`src/rtl/rv32im_mul_ctrl.sv`:
```
// Issue/retire controller between the RV32M execute stage and the shift-add multiplier core.
// Optional: define RV32IM_MULCTRL_REUSE_EN to reuse the last product for fused MULH*/MUL pairs.
module rv32im_mul_ctrl #(
  parameter int XLEN = 32
) (
  input  logic              clk_i,
  input  logic              reset_ni,
  input  logic              req_valid_i,
  output logic              req_ready_o,
  input  logic [2:0]        req_funct3_i,
  input  logic [XLEN-1:0]   req_rs1_i,
  input  logic [XLEN-1:0]   req_rs2_i,
  input  logic              kill_i,
  output logic              resp_valid_o,
  input  logic              resp_ready_i,
  output logic [XLEN-1:0]   resp_result_o,
  output logic              resp_illegal_o,
  output logic              mul_start_o,
  output logic [XLEN-1:0]   mul_operand1_o,
  output logic [XLEN-1:0]   mul_operand2_o,
  input  logic              mul_valid_i,
  input  logic [2*XLEN-1:0] mul_product_i
);

  localparam int PW = 2 * XLEN;

  typedef enum logic [2:0] {
    S_IDLE,
    S_ISSUE,
    S_WAIT,
    S_SIGN,
    S_DONE,
    S_DRAIN
  } state_t;

  state_t r_state;
  state_t w_next;

  logic [XLEN-1:0] r_op1;
  logic [XLEN-1:0] r_op2;
  logic [PW-1:0]   r_prod;
  logic [XLEN-1:0] r_result;
  logic            r_neg;
  logic            r_is_lo;
  logic            r_illegal;

  logic            w_accept;
  logic            w_illegal_req;
  logic            w_s1;
  logic            w_s2;
  logic            w_neg1;
  logic            w_neg2;
  logic [XLEN-1:0] w_mag1;
  logic [XLEN-1:0] w_mag2;
  logic [PW-1:0]   w_prod_fix;
  logic [XLEN-1:0] w_res;
  logic            w_hit;
  logic            w_take_hit;

  assign w_accept      = (r_state == S_IDLE) & req_valid_i & ~kill_i;
  assign w_illegal_req = req_funct3_i[2];

  always_comb begin
    w_s1 = 1'b0;
    w_s2 = 1'b0;
    unique case (1'b1)
      (req_funct3_i[1:0] == 2'b01): begin
        w_s1 = 1'b1;
        w_s2 = 1'b1;
      end
      (req_funct3_i[1:0] == 2'b10): w_s1 = 1'b1;
      default: ;
    endcase
  end

  assign w_neg1 = w_s1 & req_rs1_i[XLEN-1];
  assign w_neg2 = w_s2 & req_rs2_i[XLEN-1];
  assign w_mag1 = w_neg1 ? (XLEN'(0) - req_rs1_i) : req_rs1_i;
  assign w_mag2 = w_neg2 ? (XLEN'(0) - req_rs2_i) : req_rs2_i;

  assign w_prod_fix = r_neg ? (PW'(0) - r_prod) : r_prod;
  assign w_res      = r_is_lo ? w_prod_fix[XLEN-1:0]
                              : w_prod_fix[PW-1:XLEN];

`ifdef RV32IM_MULCTRL_REUSE_EN
  logic            r_c_vld;
  logic [PW-1:0]   r_c_prod;
  logic [XLEN-1:0] r_c_rs1;
  logic [XLEN-1:0] r_c_rs2;
  logic [1:0]      r_c_cls;
  logic [XLEN-1:0] r_rs1;
  logic [XLEN-1:0] r_rs2;
  logic [1:0]      r_cls;
  logic            r_hit;
  logic [1:0]      w_cls;

  // MUL runs unsigned, so its full product belongs to the MULHU class
  assign w_cls = (req_funct3_i[1:0] == 2'b00) ? 2'b11
                                              : req_funct3_i[1:0];

  assign w_hit = r_c_vld
               & (req_rs1_i == r_c_rs1)
               & (req_rs2_i == r_c_rs2)
               & ((req_funct3_i[1:0] == 2'b00)
                  | (w_cls == r_c_cls));

  always_ff @(posedge clk_i or negedge reset_ni) begin
    if (!reset_ni) begin
      r_rs1 <= '0;
      r_rs2 <= '0;
      r_cls <= '0;
      r_hit <= 1'b0;
    end else if (w_accept) begin
      r_rs1 <= req_rs1_i;
      r_rs2 <= req_rs2_i;
      r_cls <= w_cls;
      r_hit <= w_take_hit;
    end
  end

  always_ff @(posedge clk_i or negedge reset_ni) begin
    if (!reset_ni) begin
      r_c_vld  <= 1'b0;
      r_c_prod <= '0;
      r_c_rs1  <= '0;
      r_c_rs2  <= '0;
      r_c_cls  <= '0;
    end else if (kill_i || (w_accept && w_illegal_req)) begin
      r_c_vld <= 1'b0;
    end else if (r_state == S_SIGN && !r_hit) begin
      r_c_vld  <= 1'b1;
      r_c_prod <= w_prod_fix;
      r_c_rs1  <= r_rs1;
      r_c_rs2  <= r_rs2;
      r_c_cls  <= r_cls;
    end
  end
`else
  assign w_hit = 1'b0;
`endif

  assign w_take_hit = w_hit & ~w_illegal_req;

  always_ff @(posedge clk_i or negedge reset_ni) begin
    if (!reset_ni) r_state <= S_IDLE;
    else           r_state <= w_next;
  end

  always_comb begin
    w_next = r_state;
    unique case (r_state)
      S_IDLE: begin
        if (w_accept) begin
          if (w_illegal_req)   w_next = S_DONE;
          else if (w_take_hit) w_next = S_SIGN;
          else                 w_next = S_ISSUE;
        end
      end
      S_ISSUE: begin
        w_next = kill_i ? S_DRAIN : S_WAIT;
      end
      S_WAIT: begin
        // a kill landing on the completion cycle has nothing left to drain
        if (kill_i)           w_next = mul_valid_i ? S_IDLE : S_DRAIN;
        else if (mul_valid_i) w_next = S_SIGN;
      end
      S_SIGN: begin
        w_next = kill_i ? S_IDLE : S_DONE;
      end
      S_DONE: begin
        if (kill_i || resp_ready_i) w_next = S_IDLE;
      end
      S_DRAIN: begin
        if (mul_valid_i) w_next = S_IDLE;
      end
      default: w_next = S_IDLE;
    endcase
  end

  always_comb begin
    req_ready_o    = 1'b0;
    mul_start_o    = 1'b0;
    resp_valid_o   = 1'b0;
    resp_result_o  = '0;
    resp_illegal_o = 1'b0;
    unique case (r_state)
      S_IDLE:  req_ready_o = 1'b1;
      S_ISSUE: mul_start_o = 1'b1;
      S_DONE: begin
        resp_valid_o   = 1'b1;
        resp_result_o  = r_result;
        resp_illegal_o = r_illegal;
      end
      default: ;
    endcase
  end

  assign mul_operand1_o = r_op1;
  assign mul_operand2_o = r_op2;

  always_ff @(posedge clk_i or negedge reset_ni) begin
    if (!reset_ni) begin
      r_op1     <= '0;
      r_op2     <= '0;
      r_prod    <= '0;
      r_result  <= '0;
      r_neg     <= 1'b0;
      r_is_lo   <= 1'b0;
      r_illegal <= 1'b0;
    end else begin
      if (w_accept) begin
        r_is_lo   <= (req_funct3_i[1:0] == 2'b00);
        r_illegal <= w_illegal_req;
        r_result  <= '0;
        if (!w_illegal_req) begin
          r_op1 <= w_mag1;
          r_op2 <= w_mag2;
          r_neg <= w_neg1 ^ w_neg2;
        end
`ifdef RV32IM_MULCTRL_REUSE_EN
        // cached product is already sign-corrected
        if (w_take_hit) begin
          r_prod <= r_c_prod;
          r_neg  <= 1'b0;
        end
`endif
      end
      if (r_state == S_WAIT && mul_valid_i && !kill_i) begin
        r_prod <= mul_product_i;
      end
      if (r_state == S_SIGN && !kill_i) begin
        r_result <= w_res;
      end
    end
  end

endmodule

```
`config.mk`:
```
export PLATFORM = sky130hd
export DESIGN_NAME = rv32im_mul_ctrl
export DESIGN_NICKNAME = d
export VERILOG_FILES = /design/src/rtl/rv32im_mul_ctrl.sv
export SDC_FILE = /design/constraint.sdc
export NUM_CORES = 1
export LEC_CHECK = 0
export CORE_MARGIN = 2
export CORE_UTILIZATION = 45
export CTS_CLUSTER_DIAMETER = 40
export DETAILED_ROUTE_END_ITERATION = 8
export DONT_BUFFER_PORTS = 1
export GPL_ROUTABILITY_DRIVEN = 0
export PLACE_DENSITY = 0.6
export SYNTH_ARGS = -nofsm -noshare
export SYNTH_HDL_FRONTEND = slang
export SYNTH_SLANG_ARGS = --single-unit
```
`constraint.sdc`:
```
create_clock -name clk_i -period 7.7 [get_ports clk_i]
set_input_delay 0.77 -clock clk_i [delete_from_list [all_inputs] [get_ports clk_i]]
set_output_delay 0.77 -clock clk_i [all_outputs]
set_load 0.02 [all_outputs]
```
==> metrics list, run 1 <==
- Ratio of routed vias to standard cells: 6.07
- Post-synth net total: 1,218
- For this run, the detailed router's first-pass iteration total came to 5.
- For this run, the total global-route usage over all layers was measured as 24.5%.
* Xor-xnor portion of the synthesized cell area: 8.66%
* Part of the power in the clock network: 20.1%
- Summed over all layers, the global routing overflow is 0.
- The floorplan step defined a die boundary enclosing 23,200 um^2.
- The count of nets left with antenna violations once routing finished came out at 0.
- Across the run, the number of max-cap violations was 0.
- Clock Sinks: 166
- Across all setup checks in the final design, the least slack found is 4.42 ns.
- Final min period: 3.28 ns
- Die height: 152 um
* Clock Tree Root: clkbuf_16
- The clock passes through at most 2 buffers.
- Combinational family with the most area after synthesis: simple AND/OR/NAND/NOR gates
- FFs w/ async S/R, synth: 100%
- Number of rows created at floorplan: 54
* Number of placed I/O pins: 237
- The detailed router placed 8,111 vias in this run.
* Core area: 21,700 um^2
* Yosys reg bits: 166
- Highest fanout seen on the critical path: 13
- Entering global routing, the biggest net connects 167 pins.
* Type of the tightest min-delay check: primary input to async pin
- Number of buffers inserted during clock tree synthesis: 17
* Run status: finished clean
- After Yosys synthesis, full adders, half adders and majority gates account for 0.631% of the synthesized area.
- In the finished design, the share of the clock period the worst path needs comes to 42.6%.
- The synthesized design spends more area on one cell type than any other, namely dfrtp_1.
* DR iter-0 viols: 590
* Net switching power: 1890 uW
- The initial antenna violation count is 13.
- Wire length of the first global-routing pass: 45,200 um
- Post-synthesis compound-gate area fraction: 16.1%
- Detailed-route wire length per cell: 21.4 um
- Of the total power, registers draw 46.5%.
* Buffers on Ports: 0
- P per Cell Area: 398 nW/um^2
* Critical path capture point type: flop
- For this run, the number of Yosys warnings is 0.
* CTS resizes: 0
* CTS tree: built
* Total count of hold-check failures in the final report: 0
* Signed area change from the synthesized netlist to the final layout: 7.99%
- Max Clock Skew: 0.0140 ns
- Minimum setup slack after placement: 4.27 ns
- Required time at the endpoint of the critical path: 8.03 ns
- Share of final-layout standard cells stronger than drive strength 1: 12.4%
- Yosys cell types: 64
- For this run, design rule violations remaining after detail routing come to 0.
- Post-CTS Setup Inserts: 0
* Sequential fraction of the synthesis area: 41.9%
* Total detailed-routing wirelength: 28,500 um
* Post-route setup TNS: 0 ns
- In this run the tightest slew margin relative to its limit is 24.2%.
* Starting utilization of the core area: 45.7%
* Netlist Area Pre-Place: 9910 um^2
- Leading register cell type out of synthesis: dfrtp_1
- Each instance of the synthesized netlist takes up on average 9.21 um^2.
- The critical path is of the flop to flop type.
- Of the total synthesized cell area, the portion taken by AND, OR, NAND and NOR gates is 20.8%.
- Synthesized instance count: 1,076
* Leakage: 0.00444 uW
- Mux share of post-synthesis cell area: 8.55%
- For this run, the post-layout net count is 1,179.
- H-tree depth: 4
* Dpl hpwl: 20,800 um
* RSZ-0062 raised after global routing: no
- Largest cells by area after synthesis: dfrtp_1 (42%), mux2_2 (7.8%), o21ai_0 (5.6%)
* Final setup violating endpoints: 0
* Actual slew at the worst max-slew pin: 1.14 ns
* Number of global-route vias before repair: 7,995
* Hold buffers post-CTS: 0
- Yosys mapped a number of flops with a built-in enable equal to 0.
* Element type at the critical path start: flop
- Pint: 2370 uW
- After clock tree synthesis, the clock-pin slew on the worst setup and hold paths is 0.07 ns.
- Per report_power, the combinational group accounts for 33.4% of the total.
* Clk Latency, worst-skew pair: 0.44 ns
- Share of the synthesized area in the top cell type: 41.9%
* Switching share of power: 44.4%
- The count of final max-slew check failures came to 0.
* WP data arrival: 3.62 ns
* Fmax: 305 MHz
- Across the VDD grid, the largest voltage drop is 0.158 mV.
- The die is 152 um wide.
- Number of inserted filler cells in the final layout: 2,036
## metal layers
metal,routed length [um],global-route usage [%],vias to the layer above
li1,-,-,3863
met1,11600,30.0,3916
met2,13600,40.0,275
met3,2720,10.0,45
met4,571,7.03,12
met5,76,0,-
## layout make-up
class | instances | area (um^2) | share of cell area, %
multi-input cells | 821 | 5440 | 50.9
flip-flops and latches | 166 | 4160 | 38.8
clock buffers | 18 | 429 | 4.01
well taps | 280 | 350 | 3.27
clock inverters | 14 | 158 | 1.47
inverters | 22 | 82.6 | 0.772
repair buffers | 9 | 67.6 | 0.631
diodes | 6 | 15.0 | 0.140
## flip-flops by register name (all words and copies together), names as in the netlist
signal,cells
mul_operand1_o,32
mul_operand2_o,32
r_illegal,1
r_is_lo,1
r_neg,1
r_prod,64
r_result,32
r_state,3
## power groups by stage
stage,Clock [uW],Combinational [uW],Sequential [uW]
finish,858,1420,1980
global route,916,1600,2050
CTS,876,1430,1980
detailed placement,0,1430,1990
global placement,0,1400,1980
floorplan,0,1190,1770
## worst max-delay path, stage by stage, from the launching register on
cell     delay, ns
dfrtp_1       0.41
or4_4         0.59
or4_4         0.63
or4_4         0.70
or3_1         0.38
o311a_1       0.30
o31ai_1       0.19
## cell families after synthesis
kind of cell,after synthesis
AOI/OAI and AO/OA,248
xor gates and xnor gates,98
adders and majority gates,5
buffers and inverters,89
DFF,166
muxes,76
and+or+nand+nor,394
## synthesized netlist by cell type, types with 14 or more instances
library cell    n
nor4_1         29
xnor2_1        50
mux2_2         69
or3_1          14
nand3_1        23
nand2_1       120
nor3_1         36
clkbuf_1       61
a22oi_1        14
o31ai_1        21
dfrtp_1       166
o21ai_0       110
nor2_1         51
a21oi_1        22
or4_1          19
inv_1          22
xor2_1         48
and3_1         35
## path summary, 6_finish.rpt
| path | cells past startpoint | from | endpoint | slack (ns) |
|---|---|---|---|---|
| max | 6 | r_prod[10] | r_result[21] | 4.42 |
| max in group asynchronous | 0 | reset_ni | r_result[20] | 7.32 |
| min | 0 | reset_ni | r_prod[60] | 0.04 |
| min reg2reg | 2 | r_result[4] | r_result[4] | 0.48 |
| min in group clk_i | 1 | kill_i | r_state[1] | 0.41 |
| max reg2reg | 6 | r_prod[10] | r_result[21] | 4.42 |
## per-stage QoR
step	area (um^2)	power (uW)	cells	util, %	hold slack (ns)
after floorplan	9910	2960	1076	-	0.431
after global placement	10100	3380	1298	46.6	0.452
after detailed placement	10100	3410	1298	46.6	0.465
after CTS	10700	4280	1330	49.3	0.0264
after global routing	10700	4570	1332	49.3	0.0103
final	10700	4260	1336	49.3	0.0357
## layout by cell type, fill, tap and decap left out, drive strengths merged, types with 7 or more instances in the layout
| cell type | n |
|---|---|
| a21oi | 22 |
| a22oi | 14 |
| a31oi | 13 |
| and2 | 8 |
| and3 | 35 |
| buf | 9 |
| clkbuf | 18 |
| dfrtp | 166 |
| inv | 31 |
| mux2 | 69 |
| mux2i | 7 |
| nand2 | 120 |
| nand2b | 9 |
| nand3 | 23 |
| nand4 | 12 |
| nor2 | 51 |
| nor3 | 36 |
| nor4 | 30 |
| o21ai | 112 |
| o31ai | 21 |
| o41ai | 14 |
| or3 | 14 |
| or4 | 22 |
| xnor2 | 50 |
| xor2 | 48 |
(Power assumes the default switching activity.)
==> run 2, diff against run 1 <==
==> constraint.sdc (replaced) <==
create_clock -name clk_i -period 3.3 [get_ports clk_i]
set_input_delay 0.33 -clock clk_i [delete_from_list [all_inputs] [get_ports clk_i]]
set_output_delay 0.33 -clock clk_i [all_outputs]
set_load 0.02 [all_outputs]
==> run 2 against run 1 <==
Compared with the run above: the flow now finishes with violations (negative hold slack); clock skew rose by 0.00072 ns; register-to-register slack got worse by 4.3 ns; sequential power up 130%; global-route usage is 1.2 points higher; largest cell class unchanged.
==> metrics list, run 2 (synthesis results as in run 1) <==
- The run finished, with violations left.
* Violations in the final reports: negative hold slack
- The count of buffers added on input and output ports is 0.
- Initial antenna violation count: 12
* Signed area change from the synthesized netlist to the final layout: 10.6%
- Maximum number of pins on one net before global-route repair: 167
- At the pin with the least slew margin, the transition time is 0.979 ns.
* Most frequent cell on the critical path: or4_4
* Number of placed I/O pins: 237
- Cell class contributing the biggest share of worst-path delay: simple AND/OR/NAND/NOR gates
* GR Layer Usage met3: 10.3%
- The routed design has 29,600 um of wire.
- H-tree depth: 4
* Most used routing layer: met2
- Hold buffers post-CTS: 1
- The worst-case IR drop observed on VDD is 0.439 mV.
- Summed over all cells, the static leakage comes to 0.00461 uW.
* Worst-path clk slew: 0.07 ns
- Buffers & Inverters on Critical Path: 0
- In this run, CTS created clock tree buffers numbering 17.
- From left edge to right edge, the die measures 152 um.
- Of the cells placed in the final design, the portion with a size suffix greater than 1 is 14.8%.
* Worst Slack Setup Final: 0.164 ns
- Along the worst path, the maximum fanout reaches 10.
* Commonest non-fill, non-tap cell in the layout: dfrtp_1
- Top library cells by usage in the layout, fill and taps aside: dfrtp_1 (165), nand2_1 (120), o21ai_0 (110)
- Worst-path cell with the longest stage delay: or4_4
- Clock Tree Root: clkbuf_16
- The clock network burns 20.5% of the power.
- At the placement stage, the worst setup path has a slack of 0.171 ns.
* Finished Layout Cells: 1,366
- Setup repair after global routing left no endpoint under its margin.
* Dpl hpwl: 21,600 um
* CTS tree: built
- For this run, the slowest stage of the critical path takes 0.67 ns.
- Top reg by flops: r_prod
- The first global-routing pass estimated 47,300 um of wire.
- Sequential share of power: 45.1%
- The clock arrives with 0.0147 ns of skew.
- All-Layer GR Usage: 25.7%
- Net switching power: 4520 uW
* Fmax: 319 MHz
* Clock Sinks: 166
* Number of nets with antenna violations after detailed routing: 0
- Combinational logic is responsible for 34.4% of the overall power.
- Detailed-route wire length per cell: 21.7 um
- The worst pin sits at a relative slew slack of 34.5%.
- Total via count in the routed design: 8,237
- In the routed layout, each cell is associated on average with a via count of 6.03.
- The worst path uses 95.0% of the clock period.
- Cells on worst reg2reg path: 6
- Clock latency on the worst-skew pair, taken at its later pin, is 0.43 ns.
* Element type at the critical path start: flop
* Met1 Usage GRT: 30.7%
- In this run the core area contains 54 standard-cell rows.
- The first detailed-routing pass ran for 5 iterations.
- The number of global-route vias before repair is 8,345.
- In this run the vertical extent of the chip is 152 um.
- In this run switching power makes up 44.1% of total power.
- Worst hold slack after final layout: -0.416 ns
- Counting tap cells, the placed design contains a total of 1,328 instances.
- Reg2reg setup slack: 0.16 ns
* Critical path capture point type: flop
- Met2 Usage GRT: 42.6%
- The count of endpoints failing hold in the final timing report came to 166.
- After routing, the total negative slack on setup checks comes to 0 ns.
- Internal power comes to 5730 uW.
- Worst reg2reg path startpoint: r_prod[10]
- In this run, the number of DRC markers left after iteration 0 of detailed routing was 551.
- Core area: 21,700 um^2
- At the worst endpoint, the arrival time is 3.48 ns.
* Class of the most critical setup path: flop to flop
* Number of max-cap violations: 0
- Required time at the endpoint of the critical path: 3.65 ns
- Total overflow reported by the global router: 0
- Largest buffer count on any clock path: 2
- Largest register FFs: 64
- The smallest clock period supported by the final layout is computed as 3.14 ns.
- Net count reported at finish: 1,210
* Critical path cell sequence: or4_4 -> or4_4 -> or4_4 -> or3_1 -> o311a_1 -> o31ai_1
* Full die area: 23,200 um^2
* DRC violation count after routing: 0
- Final-report max-slew violation count: 0
- Worst r2r dst: r_result[21]
- Final setup violating endpoints: 0
- The path class of the tightest hold or removal check is primary input to async pin.
- Once the floorplan was initialized, standard cells occupied 45.7% of the core.
- P per Cell Area: 935 nW/um^2
==> run 2: cell count changes in the layout (fill, tap and decap cells not counted) <==
cell,previous run,this run
buf_4,9,38
clkinv_8,1,0
clkinvlp_4,1,2
o311ai_1,0,1
inv_6,6,5
clkbuf_8,0,1
clkbuf_1,1,0
dlygate4sd3_1,0,1
clkinv_4,2,1
buf_12,0,1
bufinv_16,1,2
o311ai_0,4,3
==> run 2: power by group through the flow <==
stage	Combinational (uW)	Clock, uW	Sequential [uW]
floorplan	2770	0	4130
global placement	3440	0	4630
detailed placement	3510	0	4630
CTS	3520	2140	4620
global route	3940	2220	4770
finish	3520	2100	4620
==> run 2: layout make-up <==
class                      instances  area, um^2
antenna                            6        15.0
clock buffer                      18         439
clock inverter                    13         161
fill                            2042       10700
inverter                          22        82.6
multi-input combinational        821        5440
sequential                       166        4160
tap                              280         350
timing repair buffer              40         315
==> run 2: layer usage <==
layer  vias up  wire length (um)  share of wire (%)
met5         -                78               0.26
met4        12               596                2.0
met3        51              2870                9.7
met2       306             14300                 48
met1      3940             11700                 40
li1       3928                 -                  -
==> run 2: repair_timing <==
| action | 4_1_cts | 5_1_grt |
|---|---|---|
| setup buffers | 0 | 0 |
| resized for setup | 0 | 1 |
| hold endpoints to repair | 167 | 166 |
| setup endpoints to repair | 0 | 1 |
==> run 2: worst max-delay path by stage <==
stage	from	endpoint	slack, ns	depth (start not counted)
final	r_prod[10]	r_result[21]	0.16	6
after global routing	r_prod[10]	r_result[21]	0.04	6
after CTS	r_prod[10]	r_result[21]	0.15	6
after detailed placement	r_prod[10]	r_result[21]	0.17	6
after global placement	r_prod[10]	r_result[21]	0.21	6
after floorplan	r_prod[10]	r_result[24]	0.36	7
==> run 2: stage by stage <==
step                      total power (uW)  cell area, um^2  utilization (%)
after global placement                8070            10300             47.7
after detailed placement              8150            10300             47.7
final                                10200            11000             50.5
after CTS                            10300            10900             50.5
after global routing                 10900            10900             50.5
after floorplan                       6900             9910                -
==> run 2: worst reg2reg max path, cell delays in order (launching register included) <==
cell     delay [ns]
dfrtp_1        0.41
or4_4          0.58
or4_4          0.55
or4_4          0.67
or3_1          0.37
o311a_1        0.30
o31ai_1        0.19
==> run 3, diff against run 2 <==
--- a/config.mk
+++ b/config.mk
@@ -5,6 +5,7 @@
 export SDC_FILE = /design/constraint.sdc
 export NUM_CORES = 1
 export LEC_CHECK = 0
+export ABC_AREA = 1
 export CORE_MARGIN = 2
 export CORE_UTILIZATION = 45
 export CTS_CLUSTER_DIAMETER = 40
==> run 3 against run 2 <==
Compared with the run above: the run still ends with negative hold slack left; die area increased by 7.5%; highest routed layer is now met4; area after synthesis increased by 7.7%; critical path depth decreased by 2; sequential power decreased by 7.4%; hold slack improved by 0.0094 ns; count of clock-buffer cells in the layout increased by 2.
==> metrics list, run 3 <==
- Once the clock tree was built, the setup fixing pass inserted 0 buffers.
- The worst setup path is launched from a flop.
- In the layout the commonest cells are nand2_1 (426), nor2_1 (239), dfrtp_1 (165).
- The floorplan step defined a die boundary enclosing 25,000 um^2.
- For this run, the number of Yosys warnings is 0.
* Net switching power: 4560 uW
- Between clock sinks in the finished design, the worst skew comes to 0.0107 ns.
- The synthesized design contains 166 register bits.
- Post-route setup TNS: 0 ns
- Number of max-cap violations: 0
- Counting flops with an async set or reset pin after synthesis yields a share of 100%.
* Pint: 5200 uW
- Yosys mapped the design onto 42 distinct sky130hd cell types.
* Largest buffer count on any clock path: 2
* Initial antenna violation count: 1
* Number of nets with antenna violations after detailed routing: 0
* Reg2reg setup slack: 1.14 ns
- Worst slew slack as a fraction of its limit: 48.7%
- Worst-path cell with the longest stage delay: dfrtp_1
- Class of the most critical setup path: flop to output port
- The number of global-route vias before repair is 9,849.
- Among all flip-flop cells after synthesis, the most frequent one is dfrtp_1.
* H-tree depth: 4
- For this run, design rule violations remaining after detail routing come to 0.
- In this run the standard cell core region covers 23,400 um^2.
- Worst hold slack after final layout: -0.406 ns
* First-pass DRT Iterations: 5
- STA classifies the critical path endpoint as an output port.
- In this run the power density over the cells is 848 nW/um^2.
* Part of the power in the clock network: 20.9%
- Sequential fraction of the synthesis area: 38.9%
* Number of placed I/O pins: 237
- RSZ-0062 raised after global routing: no
- Netlist Area Pre-Place: 10,700 um^2
- Maximum number of pins on one net before global-route repair: 167
- The worst-case IR drop observed on VDD is 0.378 mV.
* Largest register FFs: 64
- The register with the most flip-flops in the final layout is r_prod.
- WP data arrival: 2.25 ns
- Worst-path clk slew: 0.07 ns
- Number of flops mapped to enable cells by yosys: 0
- The worst path uses 78.3% of the clock period.
- The floorplan step set the die height to 158 um.
- Switching share of power: 46.7%
- The biggest area contributor in the post-synthesis netlist is dfrtp_1.
- At the later pin of the worst-skew pair, clock insertion delay measures 0.43 ns.
- Global routing used 27.6% of the available tracks across all layers.
- The analysis attributes to cell leakage a power of 0.00539 uW.
* Total overflow reported by the global router: 0
- Post-Synthesis Mean Instance Area: 6.74 um^2
- Compared with the post-synthesis result, the final layout area differs by 7.95%.
- Once the floorplan was initialized, standard cells occupied 45.6% of the core.
- The worst path needs 2.58 ns of the cycle, external delays included.
- Highest fanout seen on the critical path: 24
* Clock Sinks: 166
* Share of the synthesized area in the top cell type: 38.9%
- DR iter-0 viols: 741
* Max stage delay on crit path: 0.44 ns
* Type of the tightest min-delay check: primary input to async pin
- Sum of internal, switching and leakage power: 9770 uW
* Fmax: 387 MHz
- Dpl hpwl: 25,400 um
- Chip width: 158 um
- Dividing the detail-routed wire length by the instance count gives 17.9 um.
- For the pin with the worst max-slew slack, the measured transition is 0.768 ns.
- Total via count in the routed design: 10,200
- Fill cells in the final layout number 2,421.
- Critical path cell sequence: nor2_2 -> nand2_1 -> buf_4 -> nor2_1
* CTS tree: built
- Final-report max-slew violation count: 0
- Per report_power, the combinational group accounts for 35.3% of the total.
* Number of buffers inserted during clock tree synthesis: 17
* Post-synth net total: 1,726
- Most frequent cell after synthesis: nand2_1
- Share of final-layout standard cells stronger than drive strength 1: 7.31%
- Total detailed-routing wirelength: 33,900 um
- Using the TritonRoute via totals, the vias-per-cell ratio works out to 5.39.
- Sequential share of power: 43.8%
- CTS resizes: 0
- Net count reported at finish: 1,702
- During placement, the flow inserted port buffers numbering 0.
- Run status: complete, but fails checks
- Wire length of the first global-routing pass: 52,900 um
* Required time at the endpoint of the critical path: 2.97 ns
- Clock Tree Root: clkbuf_16
* Total count of hold-check failures in the final report: 166
- Largest cells by area after synthesis: dfrtp_1 (39%), nand2_1 (15%), nor2_1 (8.4%)
* Commonest non-fill, non-tap cell in the layout: nand2_1
- Synthesis produced a netlist whose cell count is 1,584.
- The checks that failed: negative hold slack.
- Counting instances in the post-synthesis netlist gives the leading cell types as nand2_1 (427), nor2_1 (239), dfrtp_1 (166), nand3_1 (157), inv_1 (155).
- Setup violations remaining at the end of the flow were counted as 0.
- The floorplan has 56 rows.
## run 3: layout make-up
class,instances,area [um^2],share of cell area [%]
tap,319,399,3.46
antenna,1,2.50,0.0217
clock buffer,20,447,3.88
timing repair buffer,10,87.6,0.760
multi-input combinational,1197,5660,49.1
clock inverter,12,144,1.25
sequential,166,4160,36.1
inverter,168,632,5.48
## run 3: kinds of logic after synthesis
logic type,share of synthesized area (%)
simple gates,38.3
buf+inv,8.17
compound gates,10.8
flops,38.9
xor+xnor,2.87
fa+ha+maj,0.586
mux,0.316
## run 3: worst paths after layout
kind,endpoint,cells after the start,from
worst min register to register,r_result[16],2,r_result[16]
worst min-delay path,r_prod[16],0,reset_ni
worst max register to register,r_result[16],11,r_prod[0]
min in group clk_i,r_prod[43],1,mul_product_i[43]
worst max-delay path,resp_result_o[30],4,r_state[1]
max in group asynchronous,r_neg,0,reset_ni
## run 3: through the flow
stage,util (%),cell area (um^2),std cells,setup slack [ns]
floorplan,-,10700,1584,1.62
finish,49.2,11500,1893,0.717
detailed placement,46.7,10900,1860,0.999
CTS,49.2,11500,1892,0.649
global route,49.2,11500,1892,0.555
global placement,46.7,10900,1860,1.05
## run 3: power by group through the flow
stage | Combinational [uW] | Clock [uW] | Sequential [uW]
final | 3450 | 2040 | 4280
after global routing | 3930 | 2160 | 4380
after CTS | 3420 | 2090 | 4260
after detailed placement | 3420 | 0 | 4270
after global placement | 3340 | 0 | 4290
after floorplan | 2670 | 0 | 3950
## run 3: routing by layer
layer / track usage, % / vias up / part of all wire, %
met4: 11.5 / 0 / 3.5
li1: - / 5029 / -
met3: 9.23 / 65 / 9.7
met5: 0 / - / 0
met1: 33.9 / 4710 / 40
met2: 44.4 / 395 / 46
## run 3: worst max-delay path, delay by kind of cell (launching register included)
kind          cells  cell delay, ns
buf+inv           1            0.38
flops             1            0.44
simple gates      3            0.98
